`config.mk`:
```
export PLATFORM = sky130hd
export DESIGN_NAME = bcd_share_sched_flat
export DESIGN_NICKNAME = d
export VERILOG_FILES = /design/src/rtl/display_pkg.sv /design/src/rtl/bcd_share_sched_if.sv /design/src/rtl/rr_arbiter.sv /design/src/rtl/bcd_share_sched.sv /design/src/flat_wrapper.sv
export SDC_FILE = /design/constraint.sdc
export NUM_CORES = 1
export LEC_CHECK = 0
export CORE_MARGIN = 10
export CORE_UTILIZATION = 35
export DETAILED_ROUTE_END_ITERATION = 16
export GPL_ROUTABILITY_DRIVEN = 0
export PLACE_DENSITY = 0.66
export SETUP_SLACK_MARGIN = 0.4
export SLEW_MARGIN = 20
export SYNTH_ARGS = -nofsm -noshare
export SYNTH_HDL_FRONTEND = slang
export SYNTH_HIERARCHICAL = 1
export SYNTH_SLANG_ARGS = --single-unit
export TNS_END_PERCENT = 50
```
`constraint.sdc`:
```
create_clock -name clk -period 3 [get_ports clk]
set_clock_uncertainty 0.05 [all_clocks]
set_input_delay 0.3 -clock clk [delete_from_list [all_inputs] [get_ports clk]]
set_output_delay 0.3 -clock clk [all_outputs]
set_load 0.005 [all_outputs]
```
`src/rtl/display_pkg.sv`:
```
`default_nettype none
// ============================================================================
//  Module   : display_pkg
//  Purpose  : Shared widths and FSM state type for the display datapath
//             (binary score values -> BCD digits -> seven-segment drivers).
//  Revision : 1.0  initial release
// ============================================================================
package display_pkg;

    localparam int BIN_W  = 15;   // binary value width (max 32767)
    localparam int BCD_W  = 20;   // five packed BCD digits
    localparam int DIGITS = 5;

    // Scheduler states, fixed 2-bit encoding
    typedef enum logic [1:0] {
        IDLE    = 2'd0,
        LOAD    = 2'd1,
        WAIT    = 2'd2,
        CAPTURE = 2'd3
    } state_t;

    // Index width for an n-wide requester vector, never below one bit
    function automatic int idx_width(input int n);
        return (n > 1) ? $clog2(n) : 1;
    endfunction

endpackage : display_pkg
`default_nettype wire

```
`src/rtl/bcd_share_sched_if.sv`:
```
`default_nettype none
// ============================================================================
//  Module   : bcd_share_sched_if
//  Purpose  : Request/result bundle between game-state logic, the shared
//             BCD converter and the BCD scheduler.
//  Revision : 1.0  initial release
// ============================================================================
interface bcd_share_sched_if
    import display_pkg::*;
#(
    parameter int NREQ = 3
);
    logic [NREQ-1:0]       req;       // level request per requester
    logic [NREQ*BIN_W-1:0] value;     // binary value per requester
    logic [BIN_W-1:0]      conv_in;   // to shared converter
    logic [BCD_W-1:0]      conv_out;  // from shared converter
    logic [NREQ*BCD_W-1:0] bcd;       // registered result per requester
    logic [NREQ-1:0]       done;      // one-cycle update pulse per requester
    logic                  busy;      // scheduler not idle

    // Requesters plus converter side
    modport master (
        output req, value, conv_out,
        input  conv_in, bcd, done, busy
    );

    // Scheduler side
    modport slave (
        input  req, value, conv_out,
        output conv_in, bcd, done, busy
    );

endinterface : bcd_share_sched_if
`default_nettype wire

```
`src/rtl/rr_arbiter.sv`:
```
`default_nettype none
// ============================================================================
//  Module   : rr_arbiter
//  Purpose  : Combinational round-robin picker. Grants the first set request
//             found searching upward from ptr, wrapping modulo NREQ.
//  Revision : 1.0  initial release
// ============================================================================
module rr_arbiter #(
    parameter int NREQ  = 3,
    parameter int IDX_W = 2
) (
    input  logic [NREQ-1:0]  req,
    input  logic [IDX_W-1:0] ptr,
    output logic [NREQ-1:0]  grant,
    output logic [IDX_W-1:0] idx
);

    // Priority search starting at ptr; first hit wins
    always_comb begin
        int  pos;
        logic found;
        grant = '0;
        idx   = '0;
        found = 1'b0;
        pos   = 0;
        for (int k = 0; k < NREQ; k++) begin
            pos = int'(ptr) + k;
            if (pos >= NREQ) begin
                pos = pos - NREQ;
            end
            if (!found && req[pos]) begin
                found      = 1'b1;
                grant[pos] = 1'b1;
                idx        = IDX_W'(pos);
            end
        end
    end

endmodule : rr_arbiter
`default_nettype wire

```
`src/rtl/bcd_share_sched.sv`:
```
`default_nettype none
// ============================================================================
//  Module   : bcd_share_sched
//  Purpose  : Time-shares one binary-to-BCD converter between NREQ requesters.
//             A granted value is held on conv_in for SETTLE cycles, then the
//             converter output is latched into that requester's bcd slot with
//             a one-cycle done pulse.
//  Revision : 1.0  initial release
// ============================================================================
module bcd_share_sched
    import display_pkg::*;
#(
    parameter int NREQ   = 3,
    parameter int SETTLE = 64
) (
    input  logic              clk,
    input  logic              reset,
    bcd_share_sched_if.slave  bus
);

    localparam int IDX_W = idx_width(NREQ);
    localparam int CNT_W = $clog2(SETTLE + 1);

    state_t                state_q,   state_d;
    logic [IDX_W-1:0]      gnt_q,     gnt_d;
    logic [IDX_W-1:0]      rr_q,      rr_d;
    logic [CNT_W-1:0]      cnt_q,     cnt_d;
    logic [BIN_W-1:0]      conv_in_q, conv_in_d;
    logic [NREQ*BCD_W-1:0] bcd_q,     bcd_d;
    logic [NREQ-1:0]       done_q,    done_d;

    logic [NREQ-1:0]       arb_grant;
    logic [IDX_W-1:0]      arb_idx;
    logic                  arb_any;

    rr_arbiter #(
        .NREQ  (NREQ),
        .IDX_W (IDX_W)
    ) u_arb (
        .req   (bus.req),
        .ptr   (rr_q),
        .grant (arb_grant),
        .idx   (arb_idx)
    );

    assign arb_any = |arb_grant;

    // State, pointer, counter and result registers with synchronous reset
    always_ff @(posedge clk) begin
        if (reset) begin
            state_q   <= IDLE;
            gnt_q     <= '0;
            rr_q      <= '0;
            cnt_q     <= '0;
            conv_in_q <= '0;
            bcd_q     <= '0;
            done_q    <= '0;
        end else begin
            state_q   <= state_d;
            gnt_q     <= gnt_d;
            rr_q      <= rr_d;
            cnt_q     <= cnt_d;
            conv_in_q <= conv_in_d;
            bcd_q     <= bcd_d;
            done_q    <= done_d;
        end
    end

    // Next-state logic: arbitrate, load, settle, capture
    always_comb begin
        state_d   = state_q;
        gnt_d     = gnt_q;
        rr_d      = rr_q;
        cnt_d     = cnt_q;
        conv_in_d = conv_in_q;   // converter input only moves in LOAD
        bcd_d     = bcd_q;
        done_d    = '0;          // done is a single-cycle pulse
        case (state_q)
            IDLE: begin
                if (arb_any) begin
                    gnt_d   = arb_idx;
                    state_d = LOAD;
                end
            end
            LOAD: begin
                for (int i = 0; i < NREQ; i++) begin
                    if (gnt_q == IDX_W'(i)) begin
                        conv_in_d = bus.value[i*BIN_W +: BIN_W];
                    end
                end
                cnt_d   = '0;
                state_d = WAIT;
            end
            WAIT: begin
                cnt_d = cnt_q + 1'b1;
                if (cnt_q == CNT_W'(SETTLE - 1)) begin
                    state_d = CAPTURE;
                end
            end
            CAPTURE: begin
                for (int i = 0; i < NREQ; i++) begin
                    if (gnt_q == IDX_W'(i)) begin
                        bcd_d[i*BCD_W +: BCD_W] = bus.conv_out;
                        done_d[i]               = 1'b1;
                    end
                end
                // Pointer moves past the served requester so others go first
                if (gnt_q == IDX_W'(NREQ - 1)) begin
                    rr_d = '0;
                end else begin
                    rr_d = gnt_q + 1'b1;
                end
                state_d = IDLE;
            end
            default: begin
                state_d = IDLE;
            end
        endcase
    end

    assign bus.conv_in = conv_in_q;
    assign bus.bcd     = bcd_q;
    assign bus.done    = done_q;
    assign bus.busy    = (state_q != IDLE);

endmodule : bcd_share_sched
`default_nettype wire

```
`src/flat_wrapper.sv`:
```
// flat-port wrapper written by rule: the top's interface ports become plain ports
module bcd_share_sched_flat import display_pkg::*;
#(
    parameter int NREQ   = 3,
    parameter int SETTLE = 64
)
  (clk, reset, bus_req, bus_value, bus_conv_out, bus_conv_in, bus_bcd, bus_done, bus_busy);
  bcd_share_sched_if #(.NREQ(NREQ)) bus_i ();
  input  logic clk;
  input  logic reset;
  input wire logic [$bits(bus_i.req)-1:0] bus_req;
  input wire logic [$bits(bus_i.value)-1:0] bus_value;
  input wire logic [$bits(bus_i.conv_out)-1:0] bus_conv_out;
  output wire logic [$bits(bus_i.conv_in)-1:0] bus_conv_in;
  output wire logic [$bits(bus_i.bcd)-1:0] bus_bcd;
  output wire logic [$bits(bus_i.done)-1:0] bus_done;
  output wire logic [$bits(bus_i.busy)-1:0] bus_busy;
  assign bus_i.req = bus_req;
  assign bus_i.value = bus_value;
  assign bus_i.conv_out = bus_conv_out;
  assign bus_conv_in = bus_i.conv_in;
  assign bus_bcd = bus_i.bcd;
  assign bus_done = bus_i.done;
  assign bus_busy = bus_i.busy;
  bcd_share_sched #(.NREQ(NREQ), .SETTLE(SETTLE)) u_core (.clk(clk), .reset(reset), .bus(bus_i));
endmodule
```
==> impl_metrics.tcl <==
set metrics [dict create \
    status "complete, no violations" \
    yosysMostFrequentCell "nand2_1" \
    synth_top_cell_area_share_pct 46.3 \
    initial_core_util_pct 36.0 \
    endpoint_kind "register" \
    grt_usage_pct 15.2 \
    min_from "u_core/bus.bcd[57]" \
    rsz0062_at_grt "false" \
    syn_to_final_growth_pct 47.3 \
    seq_area_frac_synth_pct 46.3 \
    vias_per_cell 5.02 \
    syn_avg_cell_area_um2 8.19 \
    powerDensity_nw_per_um2 600 \
    cts_made_buffers 9 \
    pwr-share-seq_pct 40.3 \
    crit_start "u_core/rr_q[1]" \
    fmax_mhz 399 \
    slew_headroom_pct 34.1 \
    h-tree-depth 3 \
    synthMuxAreaShare_pct 5.84 \
    finalPower_mw 3.48 \
    grt_max_degree 48 \
    synthAdderAreaFrac_pct 3.18 \
    swShare_pct 30.2 \
    worstSetupStartpointType "register" \
    root_buffer "clkbuf_16" \
    switchingPower_mw 1.05 \
    r2r_start "u_core/rr_q[1]" \
    setup_violations 0 \
    rows 38 \
    synth_area_leader_cell "dfxtp_1" \
    synth_xor_area_share_pct 0.667 \
    path_delay_family "multiplexers" \
    coreArea_um2 10900 \
    clk_pin_slew_worst_paths_ns 0.07 \
    cts_max_path_buffers 2 \
    cpMaxStageDelayCell "or4_4" \
    syn_inst 481 \
    fillers 1043 \
    synth_commonest_cells "nand2_1, dfxtp_1, a21oi_1" \
    tritoncts "done" \
    dieArea_um2 15900 \
    synthSimpleGateAreaFrac_pct 19.7 \
    tightest_slew_ns 0.987 \
    cellLeakagePower_nw 1.98 \
    arrival_ns 2.72 \
    share_comb_of_total_power_pct 28.8 \
    clock_sinks 91 \
    cp_max_fo 12 \
    dieWidth_um 126 \
    cp_slowest_stage_delay_ns 0.52 \
    synth-main-ff-cell "dfxtp_1" \
    ant_nets 0 \
    hold_path.class "reg -> reg" \
    critPathKind "reg -> reg" \
    detail_route.iter0.violations 231 \
    antenna_found_initial 0 \
    drc 0 \
    async_flop_share_pct 0 \
    cts_setup_buffers 0 \
    drv_slew 0 \
    antenna_cells 0 \
    layout-drive-gt1-share_pct 8.59 \
    drt_first_pass_iters 4 \
    ys_top_cells_by_area "dfxtp_1, nand2_1, a21oi_1" \
    grt_pass1_wl_mm 20.2 \
    port_buffers 148 \
    post-route-period-util_pct 83.5 \
    worst-path-buf-inv 1 \
    period_needed_ns 2.50 \
    intPower_mw 2.43 \
    synth_compound_area_share_pct 18.6 \
    tns_ns 0 \
    io_pins 149 \
    yosysUniqueCellTypes 43 \
    grt_overflow 0 \
    maxCapViolations 0 \
    clkLatencyLatePin_ns 0.33 \
    grt_pass1_vias 3857 \
    mappedNetlistNets 561 \
    synth_edf_count 0 \
    die_h_um 126 \
    wl_per_cell_um 16.5 \
    ys_ff_latch 91 \
    drt_wl_total_mm 12.5 \
    vias 3803 \
    cp.required_ns 3.21 \
    reg2reg_setup_slack_ns 0.50 \
    synth.cell_area_um2 3940 \
    cp_cell_sequence "inv_1 > ha_2 > mux2_2 > mux2i_2 > a31oi_4 > or4_4 > nand3_2 > mux2i_1" \
    nets 692 \
    vdd_drop_max_mv 0.368 \
    synth_top_family_by_area "simple AND/OR/NAND/NOR gates" \
    p_clk_share_pct 30.9 \
    hpwl_mm 8.82 \
    hold_viol 0 \
    synth_warnings 6 \
]
layout by cell type, fill, tap and decap left out, types with 8 or more instances in the layout:
master,count
a211oi_1,15
a21oi_1,69
clkbuf_16,9
clkdlybuf4s50_1,147
dfxtp_1,91
ha_1,8
inv_1,11
mux2_2,16
nand2_1,129
nor2_1,29
o21ai_0,9
o22ai_1,18
worst min-delay path, delay by kind of cell (launching register included):
family | cells | cell delay, ns
DFF | 1 | 0.31
AOI/OAI and AO/OA | 1 | 0.05
and+or+nand+nor | 1 | 0.05
path summary, 6_finish.rpt:
check,end,depth (start not counted)
min,u_core/bus.bcd[57],2
max reg2reg,u_core/state_q[1],8
min reg2reg,u_core/bus.bcd[57],2
max,u_core/state_q[1],8
logic make-up after synthesis:
group | Yosys count
simple gates | 185
compound gates | 124
flops | 91
buf+inv | 47
mux | 21
fa+ha+maj | 10
xor+xnor | 3
power by group through the flow:
stage               registers (mW)  logic [mW]  clock network [mW]
CTS                           1.40       0.998                1.10
floorplan                     1.43       0.537                   0
detailed placement            1.43       0.991                   0
global placement              1.42       0.967                   0
global route                  1.42        1.11                1.17
finish                        1.40        1.00                1.08
routing by layer:
metal | up-vias | wire (um) | track usage [%]
met5 | - | 0 | 0
met4 | 0 | 143 | 4.02
met1 | 1783 | 5130 | 17.0
met3 | 12 | 972 | 6.08
met2 | 121 | 6220 | 26.3
li1 | 1887 | - | -
layout make-up:
cell class | count | area (um2) | share of cell area (%)
well taps | 140 | 175 | 3.02
inverters | 12 | 45.0 | 0.776
clock buffers | 9 | 225 | 3.88
multi-input cells | 343 | 1940 | 33.4
repair buffers | 155 | 1540 | 26.6
flip-flops and latches | 91 | 1820 | 31.4
clock inverters | 7 | 57.6 | 0.992
stage by stage:
step	hold slack [ns]	util, %	setup WS (ns)	area, um2	cells
CTS	0.406	52.7	0.449	5760	757
detailed placement	0.396	50.1	0.448	5480	741
global route	0.423	53.1	0.399	5800	757
floorplan	0.386	-	0.729	3940	481
finish	0.403	53.1	0.496	5800	757
global placement	0.392	50.1	0.575	5480	741
registers in the layout (all words and copies together) (netlist names):
register,cells
u_core/cnt_q,7
u_core/rr_q,2
u_core/gnt_q,2
u_core/bus.bcd,60
u_core/bus.conv_in,15
u_core/state_q,2
u_core/bus.done,3
repair_timing:
| action | CTS | global route |
|---|---|---|
| resized for setup | 0 | 8 |
| hold buffers | 0 | 0 |
| setup endpoints to repair | 0 | 4 |
Power figures use the tool's default switching activity.
